===== src/rtl/capture_sched_pkg.sv =====
// Shared types and constants for the capture scheduler.
// Latency: none, declarations only.
// Backpressure: not applicable.
package capture_sched_pkg;

  // Capture FSM: IDLE waits for a tick, HOLD presents a captured word downstream.
  typedef enum logic {
    IDLE = 1'b0,
    HOLD = 1'b1
  } state_t;

  // Width and saturation value of the lost-tick counter.
  localparam int              OVR_W   = 8;
  localparam logic [OVR_W-1:0] OVR_MAX = 8'hFF;

  // Round-robin pick between two requesters: a lone requester wins,
  // under contention the one that was not granted last time wins.
  function automatic logic rr_pick(input logic [1:0] valid, input logic last);
    logic pick;
    if (valid == 2'b11) begin
      pick = ~last;
    end else begin
      pick = valid[1];
    end
    return pick;
  endfunction

endpackage


===== src/rtl/capture_tick_gen.sv =====
// Free-running modulo-PERIOD counter producing a one-cycle sampling tick.
// Latency: tick is combinational from the counter state and run_i.
// Backpressure: none; the counter never stalls, run_i=0 clears and holds it.
module capture_tick_gen #(
  parameter int PERIOD = 10,
  parameter int CNT_W  = 4
) (
  input  logic clk,
  input  logic rst,
  input  logic run_i,
  output logic tick_o
);

  localparam logic [CNT_W-1:0] CNT_LAST = CNT_W'(PERIOD - 1);
  localparam logic [CNT_W-1:0] CNT_ONE  = CNT_W'(1);

  logic [CNT_W-1:0] cnt;
  logic             at_last;

  assign at_last = (cnt == CNT_LAST);

  // Tick is suppressed while in reset so no grant can fire in a reset cycle.
  assign tick_o = at_last & run_i & ~rst;

  // Count while running, wrap at PERIOD-1, park at zero when stopped.
  always_ff @(posedge clk) begin
    if (rst || !run_i) begin
      cnt <= '0;
    end else if (at_last) begin
      cnt <= '0;
    end else begin
      cnt <= cnt + CNT_ONE;
    end
  end

endmodule


===== src/rtl/capture_scheduler.sv =====
// Periodic round-robin capture of two requesters into one output register.
// Latency: out_valid_o rises one cycle after the tick/req_ready grant cycle.
// Backpressure: out_ready_i low holds the word; ticks lost meanwhile are counted
//   in overrun_o when CAPTURE_SCHED_OVERRUN_EN is defined, else overrun_o is 0.
module capture_scheduler
  import capture_sched_pkg::*;
#(
  parameter int DW     = 32,
  parameter int PERIOD = 10,
  parameter int CNT_W  = 4
) (
  input  logic             clk,
  input  logic             rst,
  input  logic             run_i,
  input  logic [1:0]       req_valid_i,
  input  logic [DW-1:0]    req_data0_i,
  input  logic [DW-1:0]    req_data1_i,
  output logic [1:0]       req_ready_o,
  output logic             tick_o,
  output logic             out_valid_o,
  output logic [DW-1:0]    out_data_o,
  output logic             out_src_o,
  input  logic             out_ready_i,
  output logic [OVR_W-1:0] overrun_o
);

  state_t state;
  state_t state_nxt;
  logic   tick;
  logic   any_req;
  logic   winner;
  logic   grant;
  logic   last_grant;

  capture_tick_gen #(
    .PERIOD (PERIOD),
    .CNT_W  (CNT_W)
  ) u_tick_gen (
    .clk    (clk),
    .rst    (rst),
    .run_i  (run_i),
    .tick_o (tick)
  );

  assign tick_o  = tick;
  assign any_req = |req_valid_i;
  assign winner  = rr_pick(req_valid_i, last_grant);

  // The capture register is full exactly while the FSM is in HOLD.
  assign out_valid_o = (state == HOLD);

  // Next state and the single-cycle grant; ready is only ever raised in the
  // IDLE tick cycle, which also keeps it low through reset (tick is gated).
  always_comb begin
    state_nxt   = state;
    grant       = 1'b0;
    req_ready_o = 2'b00;
    case (state)
      IDLE: begin
        if (tick && any_req) begin
          grant               = 1'b1;
          req_ready_o[winner] = 1'b1;
          state_nxt           = HOLD;
        end
      end
      HOLD: begin
        if (out_ready_i) begin
          state_nxt = IDLE;
        end
      end
      default: begin
        state_nxt = IDLE;
      end
    endcase
  end

  // FSM state register.
  always_ff @(posedge clk) begin
    if (rst) begin
      state <= IDLE;
    end else begin
      state <= state_nxt;
    end
  end

  // Capture register: loads the winner's word on a grant, otherwise holds,
  // so the last word stays visible after the downstream accept.
  always_ff @(posedge clk) begin
    if (rst) begin
      out_data_o <= '0;
      out_src_o  <= 1'b0;
    end else if (grant) begin
      out_data_o <= winner ? req_data1_i : req_data0_i;
      out_src_o  <= winner;
    end
  end

  // Round-robin history; resets to 1 so requester 0 wins the first contention.
  always_ff @(posedge clk) begin
    if (rst) begin
      last_grant <= 1'b1;
    end else if (grant) begin
      last_grant <= winner;
    end
  end

`ifdef CAPTURE_SCHED_OVERRUN_EN
  logic [OVR_W-1:0] overrun;

  assign overrun_o = overrun;

  // Count ticks that find the register busy with a request waiting, including
  // the tick that coincides with the accept, since no capture happens then.
  always_ff @(posedge clk) begin
    if (rst) begin
      overrun <= '0;
    end else if (tick && (state == HOLD) && any_req && (overrun != OVR_MAX)) begin
      overrun <= overrun + OVR_W'(1);
    end
  end
`else
  assign overrun_o = '0;
`endif

endmodule


===== config.mk =====
export PLATFORM = sky130hd
export DESIGN_NAME = capture_scheduler
export DESIGN_NICKNAME = d
export VERILOG_FILES = /design/src/rtl/capture_sched_pkg.sv /design/src/rtl/capture_tick_gen.sv /design/src/rtl/capture_scheduler.sv
export SDC_FILE = /design/constraint.sdc
export NUM_CORES = 1
export LEC_CHECK = 0
export ABC_AREA = 1
export CAP_MARGIN = 10
export CORE_AREA = 3 3 81 83
export CTS_CLUSTER_DIAMETER = 100
export DETAILED_ROUTE_END_ITERATION = 8
export DIE_AREA = 0 0 84 86
export GPL_TIMING_DRIVEN = 0
export PLACE_DENSITY_LB_ADDON = 0.1
export SLEW_MARGIN = 30
export SYNTH_ARGS = -nofsm -noshare
export SYNTH_HDL_FRONTEND = slang
export SYNTH_SLANG_ARGS = --single-unit

===== constraint.sdc =====
create_clock -name clk -period 1.2 [get_ports clk]
set_input_delay 0.18 -clock clk [delete_from_list [all_inputs] [get_ports clk]]
set_output_delay 0.18 -clock clk [all_outputs]
set_load 0.05 [all_outputs]

# == Word level (Yosys, flattened, before mapping) ==
# Cells that the tools add are included.
# totals
wordCells,31
regBits,39
inputBits,70
output_inout_bits,45
# op_classes
n_addsub,1
eq_ne,2
magnitude_cmp,2
reduce_logical,6
mux,10
bitwise,5
# op_table
operator,n
2-to-1 mux 32 bit,1
2-to-1 mux 1 bit,5
adder 4 x 1 -> 4 bit (second input constant),1
equality test 4 bit (second input constant),1
2-to-1 mux 2 bit,2
OR reduction 2 bit,2
inverter 1 bit,3
bitwise AND 1 bit,2
equality test 2 bit (second input constant),1
logical AND 1 bit,2
less-than comparator 1 x 2 -> 1 bit (second input constant),1
one-hot mux 1 bit (2 select lines),1
demux 1 bit (select 1 bit),1
>= comparator 1 bit (second input constant),1
zero test 1 bit,1
logical OR 1 bit,1

# == Longest topological paths before layout ==
# Gate-level depths: netlist of the first run.
# logic_depth
ltp_word,8
ltp_mapped,9
depth_no_buf,8

# == Modules after synthesis ==
# Synthesis of the first run repeated with hierarchy kept, for this count alone.
# unflattened
cells_unflattened,299
area_unflattened_um2,1989.4
# by_module_without_submodules
mod,cells_per_inst,instances,area_each_um2
capture_scheduler,276,1,1798.0
capture_tick_gen,23,1,191.4

# == Least setup slack after synthesis of the first run ==
# OpenSTA, ideal clock, no wires.
# synth_path
kind,register -> output
start,register u_tick_gen.cnt[0]
end,output req_ready_o[0]
path_buffers,1
slack_ps,-710
arrival_ps,1730
stages_incl_launch_ff,7
path_cell_list,dfxtp_1 > ha_1 > nand2_1 > nor2_2 > nand3_2 > buf_4 > nor2_1
# synth_between
elab_chain_cells,6
# synth_lines
element,line_no,text
from (decl),capture_tick_gen.sv:17,logic [CNT_W-1:0] cnt;
from (signal assigned),capture_tick_gen.sv:32,cnt <= cnt + CNT_ONE;
equality test 4 bit,capture_tick_gen.sv:20,assign at_last = (cnt == CNT_LAST);
bitwise AND 1 bit (2 in a row),capture_tick_gen.sv:23,assign tick_o = at_last & run_i & ~rst;
logical AND 1 bit,capture_scheduler.sv:60,if (tick && any_req) begin
2-to-1 mux 2 bit,capture_scheduler.sv:60,
2-to-1 mux 2 bit,capture_scheduler.sv:58,case (state)
to (decl),capture_scheduler.sv:18,"output logic [1:0] req_ready_o,"
# No other way between the ends.

# == Worst setup path after layout of the first run ==
# layout_path
start,register u_tick_gen.cnt[1]
end,output req_ready_o[1]
# The elaborated chain is that of the path after synthesis.

==> results by group, run 1 <==
Floorplanning
  • Die ar.: 0.00722 sq mm
  • Row count: 28
  • Top-Level Pins: between 100 and 150
  • DIE WIDTH: roughly 84 um
  • CORE AREA: between 0.005 and 0.006 sq mm
  • Die height: 86 um
  • Initial core utilization: 33.6%

Power
  • Switching power share of the total: 25.6%
  • Leak Pwr: 1.57 nW
  • Worst IR drop on VDD: 0.423 mV
  • Internal Dissipation: just over 0.002 W
  • Sequential power share: 47.6%
  • Net switching power figure: 0.000698 W
  • Power Density: 779 mW/mm^2
  • Clk network pwr share: 33.0%
  • Combinational Power Share: 19.4%

Clock tree
  • Clock Sinks: 39
  • Hold-fix buffers, CTS: 0
  • H-tree levels: 2
  • Reg clk slew, reported paths: 0.07 ns
  • Max clock buf depth: 2
  • Root Driver: clkbuf_8
  • CTS tree: done
  • Num CTS Buffers: 5
  • Clk_lat worst skew: 0.29 ns

Global route
  • Global-route wire length before repair: ~10,000 um
  • Vias in the first global route: 2,175
  • GRT Total Usage: 17.2%
  • Initial antenna violation count: 0
  • Largest net degree at the start of global routing: 12
  • Total grt overflow: 0

Timing
  • Max Clk Rate: 599 MHz
  • Tmin final: 1.67 ns
  • Setup ws final: -0.471 ns
  • Max-slew headroom: 55.8%
  • Endpoints failing setup: 38
  • Final period util: 139%
  • Slew @ Worst Pin: 0.663 ns
  • Final hold violations: 0
  • Final Max Tran Viols: 0
  • Unrepaired setup endpoints after global routing: true
  • Clock Skew: 0.00603 ns

Hold path
  • Hold_sp: rst
  • Hold Crit Depth: 2
  • Sink of the worst hold path: out_data_o[1]
  • Hold WC Path Type: input port to flop

Place
  • Post-place setup slack: -1.36 ns
  • DPL Wire Length: 4540 um
  • Placed inst area: 0.00322 sq mm
  • Port bufs: 104
  • Placed cell count: 482
  • GP Congestion: 0.813

Critical path
  • CP Class: flop to output pin
  • Crit path max-delay cell type: dfxtp_2
  • Arr. time, crit path: 1.49 ns
  • Crit path buffers/inverters: 3
  • Worst Setup End Kind: output pin
  • Worst reg2reg path depth: 11
  • Reg-to-reg slack, setup: -0.39 ns
  • CP most frequent cell: nand2_4
  • Crit-path max cell delay: 0.33 ns
  • Critical Path RT: slightly above 1 ns
  • CP max FO: 2
  • Crit-path cells: inv_2 -> ha_4 -> nand2_4 -> nor2_4 -> nand2_4 -> nor2_8 -> nand2_4 -> clkinvlp_4 -> buf_8
  • FF-to-FF End: out_data_o[7]
  • CP delay by family, top: simple AND/OR/NAND/NOR gates
  • R2R Path Start: u_tick_gen.cnt[1]
  • CP startpoint kind: flop

Routing
  • DR DRC count: 0
  • DR pass1 iterations: 4
  • Vias per inst: 4.57
  • Drt total wl: 6450 um
  • Post-route ant nets: 0
  • Total vias in the final route: approximately 2,300
  • DRT iter0 DRCs: 61
  • Wire length per cell: around 13 um

Final layout
  • Finished Layout Cells: 503
  • Share of cells above drive strength 1: approximately 29%
  • Nets: 500
  • Area grow syn2layout: 76.1%
  • Final Cell Area: 0.00350 sq mm
  • N_diodes: 0

Yosys
  • Syn Inst Count: 296
  • Avg Inst Size Synth: 6.72 sq um
  • Register area share after synthesis: roughly two fifths
  • Share of the synthesized area in the top cell type: 39.3%
  • FF+latch count, synth: 39
  • Cell taking the most area after synthesis: dfxtp_1
  • Synth unique cells: 21
  • Synth warn: 0
  • Largest cells by area after synthesis: dfxtp_1 (39%), nand2_1 (25%), a21oi_1 (9.1%), nand3_1 (8.3%), buf_4 (6.4%)
  • Synth Cell Area: about 0.002 sq mm

Status
  • Failing checks: setup timing
  • Status: finished, violations left

Job
  • Max_cap viols: 0
layout make-up:
| type | instances | area (sq um) |
|---|---|---|
| Fill cell | 601 | 2420 |
| Sequential cell | 39 | 788 |
| Timing Repair Buffer | 118 | 1110 |
| Multi-Input combinational cell | 230 | 1170 |
| Tap cell | 75 | 93.8 |
| Buffer | 28 | 224 |
| Clock buffer | 6 | 82.6 |
| Clock inverter | 1 | 5.00 |
| Inverter | 6 | 30.0 |
cells in the final DEF, fill, tap and decap left out, types with 2 or more instances in the layout:
cell type / instances
nand2_4: 5
clkbuf_8: 6
clkdlybuf4s50_1: 66
clkbuf_16: 4
nand2_1: 127
buf_6: 4
clkbuf_1: 5
clkinvlp_4: 2
nand2_2: 5
nor2_8: 2
nor2_4: 2
dfxtp_1: 35
nor2_1: 5
inv_1: 2
a21oi_2: 17
conb_1: 8
dfxtp_2: 3
inv_2: 2
buf_8: 9
buf_2: 36
a21oi_1: 19
nand3_1: 33
clkdlybuf4s15_2: 3
buf_4: 17
logic make-up after synthesis:
kind of cell             count (synthesis)  share of synthesized area (%)
flip-flops                              39                           39.3
adder cells (fa/ha/maj)                  2                           1.26
AO/OA/AOI/OAI                           38                           9.88
buffers and inverters                   34                           10.0
XOR/XNOR                                 1                          0.441
other                                    1                          0.189
AND/OR/NAND/NOR                        181                           39.0
cell usage after synthesis:
master	instances
o21ai_0	1
ha_1	2
o21bai_2	1
nand2_2	1
clkbuf_1	5
conb_1	1
a21oi_1	36
nand3_1	33
buf_4	17
nand3_2	1
inv_1	5
buf_2	6
dfxtp_1	39
nand2_4	1
nor2_1	6
xnor2_1	1
nand2_1	135
nor2_2	1
nor2_8	2
inv_2	1
or2_2	1
registers in the layout (all words and copies together) (netlist names):
name	cells
last_grant	1
out_data_o	32
out_src_o	1
out_valid_o	1
u_tick_gen.cnt	4
worst max-delay path by stage:
stage / startpoint / to / cells past startpoint / slack [ns]
after global routing: u_tick_gen.cnt[1] / req_ready_o[1] / 9 / -0.54
after floorplan: u_tick_gen.cnt[0] / req_ready_o[0] / 6 / -0.23
final: u_tick_gen.cnt[1] / req_ready_o[1] / 9 / -0.47
after CTS: u_tick_gen.cnt[1] / req_ready_o[1] / 9 / -0.49
after detailed placement: req_valid_i[0] / req_ready_o[0] / 7 / -1.36
after global placement: req_valid_i[0] / req_ready_o[1] / 8 / -1.35
routing by layer:
metal	GRT usage, %	part of all wire [%]
met5	0	0
met4	4.82	0.99
met3	6.05	8.3
met2	29.1	47
met1	20.8	43
power groups by stage:
stage	combinational, W	clock [W]	sequential, W
detailed placement	0.000516	0	0.00133
global route	0.000582	0.000982	0.00130
finish	0.000529	0.000901	0.00130
global placement	0.000513	0	0.00133
floorplan	0.000253	0	0.00133
CTS	0.000528	0.000932	0.00130
per-stage QoR:
| step | hold WS, ns | power (W) | TNS [ns] | util [%] |
|---|---|---|---|---|
| after floorplan | 0.336 | 0.00158 | -2.41 | - |
| after global placement | 0.441 | 0.00184 | -22.71 | 54.4 |
| after detailed placement | 0.447 | 0.00185 | -23.35 | 54.4 |
| after CTS | 0.152 | 0.00276 | -10.95 | 58.7 |
| after global routing | 0.150 | 0.00286 | -16.35 | 59.1 |
| final | 0.156 | 0.00273 | -13.23 | 59.1 |
what timing repair did:
item                                    4_1_cts  5_1_grt
endpoints found under the setup margin       72       72
resized for setup                           151       84
pin swaps                                     6        2
cloned                                        1        4
setup buffers                                 8        3
Note: power is estimated with default switching activity, not from simulation.
==> inputs of run 2 (changes only) <==
HOLD_SLACK_MARGIN = 0.12   (was unset)
SKIP_CTS_REPAIR_TIMING = 1   (was unset)
==> results by group, run 2 (same netlist as run 1, synthesis figures left out) <==
Timing
  • Final Max Tran Viols: 0
  • Hold WS: between 0.1 and 0.15 ns
  • Final TNS setup: -8.54 ns
  • Max Clk Rate: 580 MHz
  • Final hold violations: 0
  • Endpoints failing setup: 38
  • Final period util: 144%
  • Max-slew headroom: 63.2%
  • Slew @ Worst Pin: 0.552 ns
  • Clock Skew: 0.00562 ns
  • Unrepaired setup endpoints after global routing: true
  • Tmin final: 1.72 ns
  • Setup ws final: -0.524 ns

Critical path
  • CP Class: flop to output pin
  • Crit-path max cell delay: about 0.38 ns
  • Worst Setup End Kind: output pin
  • CP startpoint kind: flop
  • CP max FO: 4
  • CP most frequent cell: nand2_4
  • Crit path max-delay cell type: dfxtp_2
  • Crit-path cells: ha_4 -> nand2_4 -> nor2_4 -> nand2_4 -> nor2_8 -> nand2_4 -> clkinvlp_4 -> buf_8
  • Arr. time, crit path: 1.54 ns
  • Critical Path RT: 1.02 ns

Power
  • Worst IR drop on VDD: 0.423 mV
  • Power Density: 832 mW/mm^2
  • Design Power: about 0.0027 W
  • Leak Pwr: 1.47 nW

Job
  • Max_cap viols: 0

Clock tree
  • Reg clk slew, reported paths: roughly 0.07 ns
  • Root Driver: clkbuf_8
  • Max clock buf depth: 2
  • CTS tree: done
  • Num CTS Buffers: 5
  • Clock Sinks: 39
  • Clk_lat worst skew: ~0.29 ns
  • H-tree levels: 2

Global route
  • Total grt overflow: 0
  • GRT Total Usage: about 17%
  • Initial antenna violation count: 0
  • Largest net degree at the start of global routing: 12
  • Vias in the first global route: ~2,100
  • Global-route wire length before repair: ~9700 um

Place
  • GP Congestion: 0.813
  • DPL Wire Length: 4540 um
  • Port bufs: ~100

Final layout
  • Area grow syn2layout: 64.2%
  • Most frequent cells in the layout: nand2_1 (130), clkdlybuf4s50_1 (66), dfxtp_1 (36)
  • Utilization after layout: a little under three fifths
  • Top flop regs: out_data_o: 32 flops, u_tick_gen.cnt: 4 flops
  • Filler cell count: 616
  • Max reg flops: 32
  • N_diodes: 0
  • Most flops, register: out_data_o
  • Commonest non-fill, non-tap cell in the layout: nand2_1
  • Nets: 491
  • Share of cells above drive strength 1: 23.9%

Status
  • Failing checks: setup timing
  • Status: finished, violations left

Floorplanning
  • Initial core utilization: 33.6%
  • Top-Level Pins: 115
  • CORE AREA: 0.00592 sq mm
  • Die ar.: between 0.007 and 0.008 sq mm
  • Row count: 28
  • Die height: between 80 and 90 um
  • DIE WIDTH: around 84 um

Routing
  • Vias per inst: 4.56
  • Post-route ant nets: 0
  • Drt total wl: 5950 um
  • Total vias in the final route: 2,253
  • DR DRC count: 0
  • DR pass1 iterations: 4
  • DRT iter0 DRCs: slightly above 60
  • Wire length per cell: between 10 and 15 um

Hold path
  • Hold WC Path Type: input port to flop
[run 2: through the flow]
step,instances,setup WS (ns),instance area [sq um]
floorplan,303,-0.226,2090
global placement,482,-1.35,3220
detailed placement,482,-1.36,3220
CTS,489,-1.37,3310
global route,494,-0.600,3260
finish,494,-0.524,3260
[run 2: layout make-up]
type | count | area [sq um] | area share, %
multi-input combinational | 230 | 1120 | 34.4
timing repair buffer | 110 | 945 | 28.9
clock inverter | 1 | 5.00 | 0.153
clock buffer | 6 | 82.6 | 2.53
buffer | 27 | 201 | 6.17
inverter | 6 | 30.0 | 0.920
sequential | 39 | 785 | 24.0
tap | 75 | 93.8 | 2.87
[run 2: path summary, 6_finish.rpt]
| check | from | to | slack (ns) | cells after the start |
|---|---|---|---|---|
| worst max-delay path | u_tick_gen.cnt[0] | req_ready_o[1] | -0.52 | 8 |
| worst min-delay path | rst | out_data_o[2] | 0.15 | 2 |
| worst max register to register | u_tick_gen.cnt[0] | out_data_o[7] | -0.32 | 9 |
| worst min register to register | out_data_o[18] | out_data_o[18] | 0.46 | 2 |
[run 2: power breakdown]
part	leakage, nW	internal, W	switching (W)
Clock	0.0470	0.000451	0.000444
Combinational	1.11	0.000281	0.000238
Sequential	0.316	0.00130	0.00000431
Total	1.47	0.00203	0.000686
[run 2: routing by layer]
metal | up-vias | track usage (%) | routed length, um
li1 | 1166 | - | -
met2 | 86 | 27.5 | 2730
met3 | 7 | 6.15 | 551
met5 | - | 0 | 0
met1 | 994 | 20.2 | 2600
met4 | 0 | 4.82 | 64
[run 2: critical path: cells and delay by family (launching register included)]
| family | cells | cell delay [ns] |
|---|---|---|
| flip-flops | 1 | 0.38 |
| AND/OR/NAND/NOR | 5 | 0.51 |
| buffers and inverters | 2 | 0.20 |
| adder cells (fa/ha/maj) | 1 | 0.15 |
